`src/rtl/alu_mc.sv`:
```
// alu_mc: multi-cycle ALU with valid/ready issue, a result
// strobe and an iterative restoring divider.
module alu_mc #(
  parameter int WIDTH = 16
) (
  input  logic             CLK,
  input  logic             RST,
  input  logic             IN_VALID,
  output logic             IN_READY,
  input  logic [WIDTH-1:0] A,
  input  logic [WIDTH-1:0] B,
  input  logic [3:0]       ALU_FUN,
  output logic             OUT_VALID,
  output logic [WIDTH-1:0] ALU_OUT,
  output logic [WIDTH-1:0] ALU_REM,
  output logic             Arith_Flag,
  output logic             Logic_Flag,
  output logic             Cmp_Flag,
  output logic             Shift_Flag,
  output logic             Div0_Flag
);

  localparam int SHW = $clog2(WIDTH);
  localparam int CW  = $clog2(WIDTH + 1);
  localparam logic [CW-1:0] LAST = CW'(WIDTH);
  localparam logic [3:0] OP_DIV = 4'b0011;

  typedef enum logic {
    IDLE,
    DIV
  } state_t;

  state_t state_q;
  state_t state_d;

  logic               accept;
  logic               start_div;
  logic               div_done;
  logic [CW-1:0]      cnt_q;
  logic [2*WIDTH-1:0] p_q;
  logic [2*WIDTH-1:0] p_d;
  logic [WIDTH-1:0]   dvs_q;
  logic [WIDTH:0]     r_sh;
  logic [WIDTH-1:0]   r_diff;
  logic               r_ge;

  logic [WIDTH-1:0]   s_out;
  logic [WIDTH-1:0]   s_rem;
  logic [4:0]         s_fl;
  logic [SHW-1:0]     sh;

  assign sh = B[SHW-1:0];

  always_ff @(posedge CLK) begin
    if (RST) begin
      state_q <= IDLE;
    end else begin
      state_q <= state_d;
    end
  end

  always_comb begin
    state_d   = state_q;
    IN_READY  = 1'b0;
    accept    = 1'b0;
    start_div = 1'b0;
    div_done  = 1'b0;
    unique case (state_q)
      IDLE: begin
        IN_READY  = 1'b1;
        accept    = IN_VALID;
        start_div = IN_VALID && (ALU_FUN == OP_DIV)
                    && (|B);
        if (start_div) state_d = DIV;
      end
      DIV: begin
        div_done = (cnt_q == LAST);
        if (div_done) state_d = IDLE;
      end
      default: state_d = IDLE;
    endcase
  end

  // One restoring step: shift in the next dividend bit and
  // subtract the divisor when it fits (WIDTH+1 bit compare).
  always_comb begin
    r_sh   = p_q[2*WIDTH-1:WIDTH-1];
    r_ge   = (r_sh >= {1'b0, dvs_q});
    r_diff = WIDTH'(r_sh - {1'b0, dvs_q});
    p_d    = {p_q[2*WIDTH-2:0], 1'b0};
    if (r_ge) begin
      p_d = {r_diff, p_q[WIDTH-2:0], 1'b1};
    end
  end

  always_ff @(posedge CLK) begin
    if (RST) begin
      cnt_q <= '0;
      p_q   <= '0;
      dvs_q <= '0;
    end else if (start_div) begin
      cnt_q <= '0;
      p_q   <= {{WIDTH{1'b0}}, A};
      dvs_q <= B;
    end else if (state_q == DIV && !div_done) begin
      cnt_q <= cnt_q + CW'(1);
      p_q   <= p_d;
    end
  end

  // Flags packed as {arith, logic, cmp, shift, div0}.
  always_comb begin
    s_out = '0;
    s_rem = '0;
    s_fl  = 5'b00000;
    unique case (ALU_FUN)
      4'b0000: begin
        s_out = A + B;
        s_fl  = 5'b10000;
      end
      4'b0001: begin
        s_out = A - B;
        s_fl  = 5'b10000;
      end
      4'b0010: begin
        s_out = A * B;
        s_fl  = 5'b10000;
      end
      4'b0011: begin
        s_out = '1;
        s_rem = A;
        s_fl  = 5'b10001;
      end
      4'b0100: begin
        s_out = A & B;
        s_fl  = 5'b01000;
      end
      4'b0101: begin
        s_out = A | B;
        s_fl  = 5'b01000;
      end
      4'b0110: begin
        s_out = ~(A & B);
        s_fl  = 5'b01000;
      end
      4'b0111: begin
        s_out = ~(A | B);
        s_fl  = 5'b01000;
      end
      4'b1000: begin
        s_out = A ^ B;
        s_fl  = 5'b01000;
      end
      4'b1001: begin
        s_out = ~(A ^ B);
        s_fl  = 5'b01000;
      end
      4'b1010: begin
        s_out = (A == B) ? WIDTH'(1) : '0;
        s_fl  = 5'b00100;
      end
      4'b1011: begin
        s_out = (A > B) ? WIDTH'(2) : '0;
        s_fl  = 5'b00100;
      end
      4'b1100: begin
        s_out = (A < B) ? WIDTH'(3) : '0;
        s_fl  = 5'b00100;
      end
      4'b1101: begin
        s_out = A >> sh;
        s_fl  = 5'b00010;
      end
      4'b1110: begin
        s_out = A << sh;
        s_fl  = 5'b00010;
      end
      default: begin
        s_out = '0;
        s_fl  = 5'b00000;
      end
    endcase
  end

  always_ff @(posedge CLK) begin
    if (RST) begin
      OUT_VALID  <= 1'b0;
      ALU_OUT    <= '0;
      ALU_REM    <= '0;
      Arith_Flag <= 1'b0;
      Logic_Flag <= 1'b0;
      Cmp_Flag   <= 1'b0;
      Shift_Flag <= 1'b0;
      Div0_Flag  <= 1'b0;
    end else begin
      OUT_VALID <= 1'b0;
      if (div_done) begin
        OUT_VALID  <= 1'b1;
        ALU_OUT    <= p_q[WIDTH-1:0];
        ALU_REM    <= p_q[2*WIDTH-1:WIDTH];
        Arith_Flag <= 1'b1;
        Logic_Flag <= 1'b0;
        Cmp_Flag   <= 1'b0;
        Shift_Flag <= 1'b0;
        Div0_Flag  <= 1'b0;
      end else if (accept && !start_div) begin
        OUT_VALID  <= 1'b1;
        ALU_OUT    <= s_out;
        ALU_REM    <= s_rem;
        Arith_Flag <= s_fl[4];
        Logic_Flag <= s_fl[3];
        Cmp_Flag   <= s_fl[2];
        Shift_Flag <= s_fl[1];
        Div0_Flag  <= s_fl[0];
      end
    end
  end

endmodule

```
`config.mk`:
```
export PLATFORM = sky130hd
export DESIGN_NAME = alu_mc
export DESIGN_NICKNAME = d
export VERILOG_FILES = /design/src/rtl/alu_mc.sv
export SDC_FILE = /design/constraint.sdc
export NUM_CORES = 1
export LEC_CHECK = 0
export BUFFER_PORTS_ARGS = -buffer_cell sky130_fd_sc_hd__buf_2
export CAP_MARGIN = 20
export CORE_MARGIN = 2
export CORE_UTILIZATION = 46
export CTS_CLUSTER_SIZE = 16
export DETAILED_ROUTE_END_ITERATION = 12
export HOLD_SLACK_MARGIN = 0.1
export PLACE_DENSITY = 0.65
export SLEW_MARGIN = 10
export SYNTH_ARGS = -nofsm -noshare
export SYNTH_HDL_FRONTEND = slang
export SYNTH_SLANG_ARGS = --single-unit
```
`constraint.sdc`:
```
create_clock -name CLK -period 7.5 [get_ports CLK]
set_clock_uncertainty 0.15 [all_clocks]
set_input_delay 0.375 -clock CLK [delete_from_list [all_inputs] [get_ports CLK]]
set_output_delay 0.375 -clock CLK [all_outputs]
set_load 0.02 [all_outputs]
```
### Word level (Yosys, flattened, before mapping)

Cells that the tools add are included.
Widths: inputs -> output; s select.

| storage, ports and cells | value |
|---|---|
| output and inout bits | 39 |
| bits of input ports | 39 |
| flip-flop bits (word level) | 92 |

| operators by class | value |
|---|---|
| mux-type cells | 24 |
| equality and inequality tests | 16 |
| multiply operators | 1 |
| reductions and logical operators | 16 |
| order comparisons | 3 |
| bitwise gates (word level) | 7 |
| shift-type cells | 2 |
| $add $sub $neg | 4 |

Operators by type and width:

| cell | count |
|---|---|
| $pmux 16 s15 | 1 |
| $mux 16 | 7 |
| $not 16->16 | 3 |
| $mux 32 | 1 |
| $sub 16x16->16 | 2 |
| $eq 4x4->1 const B | 7 |
| $pmux 5 s5 | 1 |
| $ge 17x16->1 | 1 |
| $add 16x16->16 | 1 |
| $and 16x16->16 | 1 |
| $eq 16x16->1 | 1 |
| $eq 4x3->1 const B | 4 |
| $gt 16x16->1 | 1 |
| $lt 16x16->1 | 1 |
| $mul 16x16->16 | 1 |
| $or 16x16->16 | 1 |
| $reduce_or 16->1 | 1 |
| $shl 16x4->16 | 1 |
| $shr 16x4->16 | 1 |
| $xor 16x16->16 | 1 |
| $mux 1 | 11 |
| $eq 4x2->1 const B | 2 |
| $reduce_or 2->1 | 3 |
| $reduce_or 3->1 | 2 |
| 11 further kinds | 17 |

### Logic depth before layout (Yosys ltp)

| depth | value |
|---|---|
| depth in word-level cells | 8 |
| depth in mapped cells | 25 |
| gate-level depth less buffers | 23 |

### Worst setup path after synthesis

OpenSTA, ideal clock, no wires.

| timing path | value |
|---|---|
| path kind | input-to-reg |
| start point | in B[2] |
| end point | reg ALU_OUT[12] |
| library setup time | 0.143 ns |
| arrival time | 5.582 ns |
| slack | 1.625 ns |
| path buffers | 3 |
| stages on the path | 21 |
| cell sequence | clkbuf_1 clkbuf_1 buf_1 nand2_1 fa_1 fa_1 fa_1 fa_1 inv_1 fa_1 inv_1 fa_1 inv_1 ha_1 and3_1 nand3_1 nand4b_1 xnor2_1 o22ai_1 a211oi_1 a211oi_1 |

| on the way | value |
|---|---|
| word-level cells in the longest chain between the ends | 6 |

RTL lines:

| item | line | RTL |
|---|---|---|
| start, declared | 11 | `input logic [WIDTH-1:0] B,` |
| parallel branches: the longest is 6 deep, another holds $mul 16x16->16 | - |  |
| end signal, assigned | 199 | `ALU_OUT <= p_q[WIDTH-1:0];` |
| end signal, assigned | 208 | `ALU_OUT <= s_out;` |
| end, declared | 14 | `output logic [WIDTH-1:0] ALU_OUT,` |

Parallel ways; which one is timed is not known. The select of a mux whose other input is x is not followed.
A chain may end at the register's enable or synchronous reset.

### Final worst setup path

| timing path | value |
|---|---|
| start point | in A[6] |
| end point | reg ALU_OUT[14] |

| on the way | value |
|---|---|
| word-level cells in the longest chain between the ends | 4 |

RTL lines:

| item | line | RTL |
|---|---|---|
| start, declared | 10 | `input logic [WIDTH-1:0] A,` |
| $mul 16x16->16 (tied with other cells) | 126 | `s_out = A * B;` |
| $pmux 16 s15 * | 116 | `unique case (ALU_FUN)` |
| $mux 16 * | 206 | `end else if (accept && !start_div) begin` |
| $mux 16 * | 197 | `if (div_done) begin` |

Every way passes the cells marked *; elsewhere a longest branch is shown, timed or not. The select of a mux whose other input is x is not followed.

==> results.md <==
* Result of the run: finished, final reports clean
* Hold violation total from the final report at 0
* Area of the mapped netlist at 12850 um^2
* Detailed-route wire length per cell at between 20 and 30 um
* Post-synth top area share at 0.1434
* Fraction of layout cells with a size suffix above 1 at 0.08958
* Global placer's final weighted congestion at 1.041
* I/O Pins at 78
* Shortest clock period the worst path allows after layout at around 6000 ps
* HP Class: in2reg
* Peak fanout along the critical path at 11
* Mapped Avg Cell Area at roughly 7.5 um^2
* Share of flip-flops with an asynchronous set or reset after synthesis at 0
* Fill cell total of the finished layout at 2828
* Via count of the first global-routing pass at 12753
* Clock latency reported for the late side of the worst-skew pair at 340 ps
* Max Freq at 166.9 MHz
* Count of maximum capacitance violations at 0
* Maximum number of pins on one net before global-route repair at 74
* Worst voltage drop across the vdd grid at roughly 230 uV
* Clock sink total at 92
* Height of the die at 171.1 um
* Total detailed-routing wirelength at 53.77 mm
* IO Port Bufs at 77
* Unrepaired setup endpoints after global routing: no
* First-pass iteration count of the detailed router at 7
* Number of levels in the clock H-tree at 3
* Total GRT Usage at 0.3665
* Hold buffer count at cts at 0
* Final Cell Area at 13710 um^2
* Count of synthesis-stage warnings from yosys at 0
* Register clock-pin slew on the reported worst setup and hold paths at 70 ps
* Core outline area at 27630 um^2
* Area grow syn2layout at 6.710%
* Proportion of synthesized chip area in sequential cells at 0.1434
* Synth cell types at 90
* Dominant synthesized flop cell: sky130_fd_sc_hd__dfxtp_1
* Leftover overflow at the end of global routing at 0
* Count of vias placed by the detailed router at 13348
* Crit start category: input pin
* Initial Utilization at 0.4649
* First-pass GRT wire length at 79.98 mm
* Tcrit/Tclk final at 0.7988
* Clock tree root buffer cell: sky130_fd_sc_hd__clkbuf_16
* Avg Vias per Cell at 6.399
* Std cell rows at 61
* Number of synthesized register bits at 92
* Arrival @ worst endpoint at 6080 ps
* DP Area at roughly 13000 um^2
* Kind of end point of the critical path: flop
* Power density over cell area at 234.3 nW/um^2
* Kind of critical path: in2reg
* Resized cells post-CTS at 0
* CTS tree: yes
* CTS buffer count at 9
* Total nets after synthesis at 1946
* Final-report max-slew violation count at 0
* Number of nets at the end of the flow at between 1500 and 2000
* Gate Count Post-Synth at 1707
* Total of endpoints with negative setup slack in the final report at 0
* Number of antenna violations at the first check in global routing at 0
* Worst-case headroom to the max-slew limit at 0.2313
* Transition time of the tightest slew-check pin at 1151 ps
* Largest area contributor in the netlist: sky130_fd_sc_hd__dfxtp_1
* Die X-Extent at 171.1 um
* Top post-synthesis cells by area: sky130_fd_sc_hd__dfxtp_1 14%, sky130_fd_sc_hd__fa_1 13%, sky130_fd_sc_hd__ha_1 11%, sky130_fd_sc_hd__nor2_1 5.7%, sky130_fd_sc_hd__inv_1 5.5%
* DRC violations left at 0
* Total die area at 29280 um^2
* Antenna cells at 0
* Static leakage at 0.005923 uW
* Required time of the worst setup path at 7590 ps
* Deepest clock path buffer count at 2
* EDFF count, synth at 0
* Setup bufs post-CTS at 0
* Post-DP HPWL at 40.35 mm
* Count of nets left with antenna violations after detail routing at 0
* Post-Route Setup TNS at 0 ps
* DRC marker count from the first detailed-route iteration at 1698
cell families (layout without fill, tap and decap cells):
logic type      after synthesis  in the layout  share of synthesized area
compound gates              431            431                     0.2253
flops                        92             92                     0.1434
fa+ha+maj                   200            200                     0.2427
mux                          54             54                    0.05211
xor+xnor                     69             69                    0.04812
simple gates                557            557                     0.1944
buf+inv                     304            305                    0.09399
power by group:
part           switching [uW]  total (uW)  internal, uW
Sequential               14.8         520           505
Combinational            1330        2210           882
Clock                     193         481           288
state kept, by name, summed over array words and instances, names as in the netlist:
register,count
ALU_OUT,16
ALU_REM,16
Arith_Flag,1
Cmp_Flag,1
Div0_Flag,1
Logic_Flag,1
OUT_VALID,1
Shift_Flag,1
cnt_q,5
dvs_q,16
p_q,32
state_q,1
worst paths after layout:
kind,startpoint,endpoint,slack (ps),cells past startpoint
max,A[6],ALU_OUT[14],1510,21
min,B[13],dvs_q[13],220,3
max reg2reg,state_q,ALU_OUT[4],4080,6
min reg2reg,dvs_q[12],dvs_q[12],310,2
layout make-up:
class	count	area (um^2)	area share
Clock inverter	4	76.32	0.005568
Clock buffer	9	225.2	0.01643
Tap cell	378	473.0	0.03450
Inverter	193	724.4	0.05285
Sequential cell	92	1842	0.1344
Multi-Input combinational cell	1311	9817	0.7161
Timing Repair Buffer	99	550.5	0.04016
layer usage:
layer  vias up  part of all wire  global-route usage
met5         -                 0                   0
met2       844              0.44              0.5645
li1       5891                 -                   -
met3       212              0.10             0.07356
met4         0             0.067              0.2015
met1      6401              0.39              0.4813
layout by cell type (no fill, tap or decap), types with 56 or more instances in the layout:
master,instances
sky130_fd_sc_hd__nor2_1,192
sky130_fd_sc_hd__fa_1,82
sky130_fd_sc_hd__inv_1,188
sky130_fd_sc_hd__dfxtp_1,92
sky130_fd_sc_hd__ha_1,118
sky130_fd_sc_hd__buf_2,77
sky130_fd_sc_hd__nand2_1,184
sky130_fd_sc_hd__a21oi_1,119
sky130_fd_sc_hd__xnor2_1,56
sky130_fd_sc_hd__o21ai_0,65
metrics by stage:
stage               setup slack [ps]  power (uW)  hold slack, ps    util  instances
floorplan                       1625        2081           286.3       -       1707
global placement                1330        2644           294.9  0.4847       2071
detailed placement              1308        2673           298.5  0.4847       2071
CTS                             1631        3164           207.5  0.4956       2084
global route                    1352        3420           222.4  0.4962       2086
finish                          1509        3212           215.9  0.4962       2086
synth_stat cells, types with 15 or more instances:
cell	instances
sky130_fd_sc_hd__a211oi_1	42
sky130_fd_sc_hd__o21ai_0	65
sky130_fd_sc_hd__nor2b_1	15
sky130_fd_sc_hd__nor2_1	194
sky130_fd_sc_hd__nand2b_1	20
sky130_fd_sc_hd__nor3_1	48
sky130_fd_sc_hd__o22ai_1	22
sky130_fd_sc_hd__xnor2_1	56
sky130_fd_sc_hd__buf_2	25
sky130_fd_sc_hd__a21oi_1	119
sky130_fd_sc_hd__dfxtp_1	92
sky130_fd_sc_hd__clkbuf_1	75
sky130_fd_sc_hd__a31oi_1	21
sky130_fd_sc_hd__nand3_1	35
sky130_fd_sc_hd__a22oi_1	26
sky130_fd_sc_hd__mux2i_1	41
sky130_fd_sc_hd__inv_1	188
sky130_fd_sc_hd__fa_1	82
sky130_fd_sc_hd__nand2_1	184
sky130_fd_sc_hd__ha_1	118
worst max-delay path, cell delays in order:
cell and delay [ps]:
sky130_fd_sc_hd__buf_2 310, sky130_fd_sc_hd__clkinv_1 450, sky130_fd_sc_hd__nor2_1 270, sky130_fd_sc_hd__fa_1 450, sky130_fd_sc_hd__inv_1 90, sky130_fd_sc_hd__fa_1 440, sky130_fd_sc_hd__fa_1 500, sky130_fd_sc_hd__fa_1 540
sky130_fd_sc_hd__inv_1 50, sky130_fd_sc_hd__fa_1 470, sky130_fd_sc_hd__inv_1 50, sky130_fd_sc_hd__fa_1 470, sky130_fd_sc_hd__inv_1 40, sky130_fd_sc_hd__ha_1 370, sky130_fd_sc_hd__and3_1 180, sky130_fd_sc_hd__nand3_1 90
sky130_fd_sc_hd__nand4_1 90, sky130_fd_sc_hd__o211ai_1 110, sky130_fd_sc_hd__xnor2_1 310, sky130_fd_sc_hd__a21oi_1 120, sky130_fd_sc_hd__a311oi_1 300
Power figures use the tool's default switching activity.
